**src/rtl/async_event_sync.sv**
```systemverilog
// Multi-channel async input synchroniser with glitch filter, edge-qualified event pulses and
// sticky pending/overrun flags. Define ASYNC_EVT_CNT_EN to add saturating per-channel counters.
module async_event_sync #(
    parameter int unsigned CH          = 4,
    parameter int unsigned SYNC_STAGES = 2,
    parameter int unsigned FILTER_LEN  = 3,
    parameter int unsigned CNT_W       = 8
) (
    input  logic                clk,
    input  logic                rst,
    input  logic [CH-1:0]       async_in,
    input  logic [2*CH-1:0]     edge_mode,
    input  logic [CH-1:0]       ack,
`ifdef ASYNC_EVT_CNT_EN
    input  logic [CH-1:0]       cnt_clr,
    output logic [CH*CNT_W-1:0] evt_cnt,
`endif
    output logic [CH-1:0]       level_out,
    output logic [CH-1:0]       pulse_out,
    output logic [CH-1:0]       pending,
    output logic [CH-1:0]       overrun
);

    localparam int unsigned    FcW    = $clog2(FILTER_LEN + 1);
    localparam logic [FcW-1:0] FcLast = FcW'(FILTER_LEN - 1);

    logic [SYNC_STAGES-1:0] sync_q [CH];
    logic [CH-1:0]          sync_s;
    logic [FcW-1:0]         fc_q [CH];
    logic [FcW-1:0]         fc_d [CH];
    logic [CH-1:0]          level_q, level_d;
    logic [CH-1:0]          pulse_q;
    logic [CH-1:0]          pend_q, pend_d;
    logic [CH-1:0]          ovr_q, ovr_d;
    logic [CH-1:0]          evt;

    always_comb begin
        for (int i = 0; i < CH; i++) begin
            sync_s[i] = sync_q[i][SYNC_STAGES-1];
        end
    end

    always_comb begin
        level_d = level_q;
        pend_d  = pend_q;
        ovr_d   = ovr_q;
        evt     = '0;
        for (int i = 0; i < CH; i++) begin
            fc_d[i] = '0;
            // Any sample matching the current level restarts the acceptance count.
            if (sync_s[i] != level_q[i]) begin
                if (fc_q[i] == FcLast) begin
                    level_d[i] = ~level_q[i];
                    evt[i]     = level_q[i] ? edge_mode[2*i+1] : edge_mode[2*i];
                end else begin
                    fc_d[i] = fc_q[i] + 1'b1;
                end
            end
            if (ack[i]) begin
                pend_d[i] = evt[i];
                ovr_d[i]  = 1'b0;
            end else if (evt[i]) begin
                pend_d[i] = 1'b1;
                ovr_d[i]  = ovr_q[i] | pend_q[i];
            end
        end
    end

    always_ff @(posedge clk) begin
        if (rst) begin
            for (int i = 0; i < CH; i++) begin
                sync_q[i] <= '0;
                fc_q[i]   <= '0;
            end
            level_q <= '0;
            pulse_q <= '0;
            pend_q  <= '0;
            ovr_q   <= '0;
        end else begin
            for (int i = 0; i < CH; i++) begin
                sync_q[i] <= {sync_q[i][SYNC_STAGES-2:0], async_in[i]};
                fc_q[i]   <= fc_d[i];
            end
            level_q <= level_d;
            pulse_q <= evt;
            pend_q  <= pend_d;
            ovr_q   <= ovr_d;
        end
    end

    assign level_out = level_q;
    assign pulse_out = pulse_q;
    assign pending   = pend_q;
    assign overrun   = ovr_q;

`ifdef ASYNC_EVT_CNT_EN
    localparam logic [CNT_W-1:0] CntMax = '1;

    logic [CNT_W-1:0] cnt_q [CH];
    logic [CNT_W-1:0] cnt_d [CH];

    always_comb begin
        for (int i = 0; i < CH; i++) begin
            cnt_d[i] = cnt_q[i];
            // A clear that coincides with an event keeps that event.
            if (cnt_clr[i]) begin
                cnt_d[i] = evt[i] ? CNT_W'(1) : '0;
            end else if (evt[i] && (cnt_q[i] != CntMax)) begin
                cnt_d[i] = cnt_q[i] + 1'b1;
            end
        end
    end

    always_ff @(posedge clk) begin
        if (rst) begin
            for (int i = 0; i < CH; i++) begin
                cnt_q[i] <= '0;
            end
        end else begin
            for (int i = 0; i < CH; i++) begin
                cnt_q[i] <= cnt_d[i];
            end
        end
    end

    always_comb begin
        for (int i = 0; i < CH; i++) begin
            evt_cnt[CNT_W*i +: CNT_W] = cnt_q[i];
        end
    end
`else
    logic unused_cnt_w;
    assign unused_cnt_w = (CNT_W != 0);
`endif

endmodule

```
**config.mk**
```make
export PLATFORM = sky130hd
export DESIGN_NAME = async_event_sync
export DESIGN_NICKNAME = d
export VERILOG_FILES = /design/src/rtl/async_event_sync.sv
export SDC_FILE = /design/constraint.sdc
export NUM_CORES = 1
export LEC_CHECK = 0
export CAP_MARGIN = 0
export CORE_AREA = 2 2 53 42
export DETAILED_ROUTE_END_ITERATION = 16
export DIE_AREA = 0 0 55 44
export DONT_BUFFER_PORTS = 1
export PLACE_DENSITY = 0.76
export SLEW_MARGIN = 25
export SYNTH_ARGS = -nofsm -noshare
export SYNTH_HDL_FRONTEND = slang
export SYNTH_SLANG_ARGS = --single-unit
export TNS_END_PERCENT = 10
```
**constraint.sdc**
```tcl
create_clock -name clk -period 1.77 [get_ports clk]
set_input_delay 0.354 -clock clk [delete_from_list [all_inputs] [get_ports clk]]
set_output_delay 0.354 -clock clk [all_outputs]
set_load 0.01 [all_outputs]
```
* Word level (Yosys, flattened, before mapping)
Memories as Yosys holds them, arrays and structs flattened.
Cells that the tools add are included.
** Word-level totals
- Bits in registers :: 16
- Bits in latches :: 0
- RAM bits :: 16
- ROM bits :: 0
- Output and inout bits :: 16
- Memories kept :: 2
** Memory list
- fc_q :: depth 4, width 2, read ports 4, clocked after memory_dff 0, write ports 4, RTL line 29 : logic [FcW-1:0] fc_q [CH];
- sync_q :: depth 4, width 2, read ports 4, clocked after memory_dff 0, write ports 4, RTL line 27 : logic [SYNC_STAGES-1:0] sync_q [CH];
** Operators by class
- Add/subtract/negate cells :: 4
- Multiply operators :: 0
- Divide/modulo/power cells :: 0
- $lt $le $gt $ge :: 0
- Eq/ne operators :: 8
- Shift-type cells :: 0
- Mux-type cells :: 39
- Bitwise operators :: 16
- Reduce and logical (&&, ||, !) cells :: 12
** Operator list (count)
- 2-to-1 mux 2 bit :: 16
- 2-to-1 mux 1 bit :: 23
- bitwise OR 1 bit :: 12
- adder 2 x 1 -> 2 bit, second input constant :: 4
- equality test 2 bit, second input constant :: 4
- AND reduction 2 bit :: 4
- nonzero test 2 bit :: 4
- OR reduction 2 bit :: 4
- inequality test 1 bit :: 4
- NOT 1 bit :: 4

* Logic depth before layout (Yosys ltp)
An unclocked memory read counts as a cell.
- Word-level depth :: 6
- Mapped depth :: 4

* Worst setup path after synthesis
OpenSTA, ideal clock, no wires.
- Path kind :: register to register
- Start :: memory fc_q[0][0] (netlist name)
- End :: memory fc_q[0][0] (netlist name)
- Setup time :: 0.065 ns
- Arrival :: 0.985 ns
- Setup slack :: 0.720 ns
- Cell stages (with the launch flop) :: 5
- Path buffers :: 0
- Period minus slack after synthesis :: 1.050 ns
- Cell sequence :: dfxtp_1 inv_1 ha_1 or3_1 nor2_1
** RTL lines (RTL line)
- start: declaration :: 29

==> out/results.tsv <==
stage	metric	value	unit
grt	grt_usage	0.1720	
die	fp.dieH	44	um
yosys	synth_top_area_cell	dfxtp_1	
status	run_status	complete, no violations	
cts	h-tree-depth	2	
sta	fmax	0.8376	GHz
sta	hold_violations	0	
setup_path	critPathCaptureType	flop	
setup_path	crit_buf_inv	1	
layout	layout_common_cells	dfxtp_1 (32), nor2_1 (20), and3b_2 (8), nand2_1 (8), nor2b_1 (8)	
die	design.portCount	34	
yosys	yosysTopAreaCellShare	0.5614	
sta	maxSlewHeadroom	0.8356	
setup_path	critPathSlowestCell	or3_1	
cts	cts_tree	built	
grt	overflow	0	
cts	clock_latency	0.31	ns
yosys	avgSynthCellArea	9.923	um2
layout	drive_gt1_frac	0.1176	
sta	setup_viol	0	
yosys	yosysSeqAreaShare	0.5614	
placed_design	pre_cts_slack	0.5989	ns
cts	cts-buffers-inserted	5	
power_and_ir_drop	vdd_drop_max	0.0005679	V
yosys	syn_inst	115	
placed_design	port_buffers	0	
yosys	ys_ff_latch	32	
layout	stdcell_area	1202	um2
setup_path	required	2.02	ns
sta	slew_violations	0	
power_and_ir_drop	power.leakage	0.4539	nW
setup_path	reg2reg_from	fc_q[3][0]	
min_path	worstHoldStart	rst	
sta	worstMarginPinSlew	0.2463	ns
sta	rsz0062_at_grt	false	
yosys	synth_cell_types	16	
run	max-cap-violations	0	
grt	grt_first_pass_wirelength	2.711	mm
setup_path	timing_worst_setup_path_type	reg2reg	
power_and_ir_drop	pwr_density_cell	928.7	nW/um2
cts	cts_root_buf	clkbuf_4	
drt	drc	0	
sta	min_period	1.194	ns
sta	fin_skew	0.006502	ns
cts	postCtsSetupBuffers	0	
min_path	hold_path_depth	1	
power_and_ir_drop	p_total	0.001117	W
cts	cts_buffer_depth	2	
sta	hold_slack	0.09615	ns
setup_path	reg2regPathDepth	4	
sta	fin_setup_tns	0	ns
layout	n_antenna_cell	0	
placed_design	gp_congestion	0.6169	
setup_path	critPathLaunchType	flop	
grt	antenna_found_initial	0	
drt	ant_nets	0	
drt	vias	738	
layout	layout_commonest_cell	dfxtp_1	
cts	path_clk_slew	0.09	ns
die	start_util	0.5922	
yosys	synth_area_leaders	dfxtp_1 (56%), and3b_2 (7.0%), nor2_1 (6.6%), ha_1 (4.4%), nor2b_1 (4.4%)	
setup_path	worst_ep_arrival_time	1.44	ns
drt	wirelength	1.780	mm
layout	synthToLayoutAreaGrowth	5.373	%
drt	wire_per_inst	12.45	um
drt	wirelength_met1	703	um
drt	topRoutingLayerUsed	met4	
drt	drtPass1Iterations	3	
sta	fin_ws	0.5762	ns
setup_path	crit_cells	4	
placed_design	dp_hpwl	1.337	mm
sta	post-route-period-util	0.6745	
die	rows	14	
die	die_w	55	um
setup_path	critical-path-max-stage-delay	0.38	ns
setup_path	crit_start	fc_q[3][0]	
grt	first_global_vias	712	
setup_path	crit_fanout	3	
setup_path	critPathTopFamily	simple AND/OR/NAND/NOR gates	
setup_path	path_cells	inv_1, ha_1, or3_1, nor2_1	
drt	wl_met3	164	um
die	core_area	1927	um2
min_path	hold_path.class	in2reg	
layout	nets	141	
cts	cts_hold_buf	0	
grt	grt_max_degree	29	
die	die_area	2420	um2
drt	met2_length	878	um
yosys	synth_fp_nets	137	
cts	cts_resized	0	
drt	viasPerCell	5.161	
yosys	netlist_area	1141	um2
cts	cts_sinks	32	
drt	first_iter_violations	9	
placed_design	placed_cell_area	1156	um2
yosys	ys_warn_count	0	
==> flip-flops by register name, summed over array words and instances (netlist names) <==
register / cells
sync_q: 8
level_out: 4
pending: 4
fc_q: 8
pulse_out: 4
overrun: 4
==> metrics by stage <==
step | utilization | cells
2_1_floorplan | - | 115
3_3_place_gp | 0.6000 | 136
3_5_place_dp | 0.6000 | 136
4_1_cts | 0.6240 | 143
5_1_grt | 0.6240 | 143
6_report | 0.6240 | 143
==> power by group <==
part           total [W]  switching (W)  internal (W)
Sequential      0.000737     0.00000640      0.000731
Combinational  0.0000228     0.00000812     0.0000146
Clock           0.000357       0.000211      0.000146
Total            0.00112       0.000225      0.000891
==> Yosys cell counts, drive strengths merged <==
| master | instances |
|---|---|
| a21oi | 4 |
| and3b | 8 |
| xnor2 | 4 |
| nor2 | 20 |
| or3 | 4 |
| clkbuf | 2 |
| nand2 | 8 |
| buf | 1 |
| nor2b | 8 |
| ha | 4 |
| mux2i | 4 |
| nand2b | 4 |
| dfxtp | 32 |
| inv | 4 |
| o21ai | 8 |
==> final timing paths <==
check | endpoint | slack (ns)
max reg2reg | fc_q[3][1] | 0.58
max | fc_q[3][1] | 0.58
min | pending[0] | 0.1
min reg2reg | fc_q[2][0] | 0.41
==> kinds of logic (layout without fill, tap and decap cells) <==
kind of cell,after synthesis,count (layout),synth area share
AO/OA/AOI/OAI,12,12,0.05263
adder cells (fa/ha/maj),4,4,0.04386
flip-flops,32,32,0.5614
AND/OR/NAND/NOR,52,52,0.2500
XOR/XNOR,4,4,0.03070
multiplexers,4,4,0.03509
buffers and inverters,7,11,0.02632
==> per-layer routing <==
layer / vias to the layer above / GRT usage
li1: 379 / -
met1: 323 / 0.1494
met2: 32 / 0.3000
met3: 4 / 0.09655
met4: 0 / 0.1024
met5: - / 0
==> cell type report <==
| class | count | area, um2 |
|---|---|---|
| inverter | 4 | 15.01 |
| clock buffer | 6 | 41.29 |
| multi-input combinational | 76 | 470.5 |
| fill | 170 | 724.4 |
| clock inverter | 1 | 5.005 |
| sequential | 32 | 640.6 |
| tap | 24 | 30.03 |
==> worst reg2reg max path, stage by stage, from the launching register on <==
cell	delay, ns
dfxtp_1	0.35
inv_1	0.05
ha_1	0.23
or3_1	0.38
nor2_1	0.13
(Power assumes the default switching activity.)
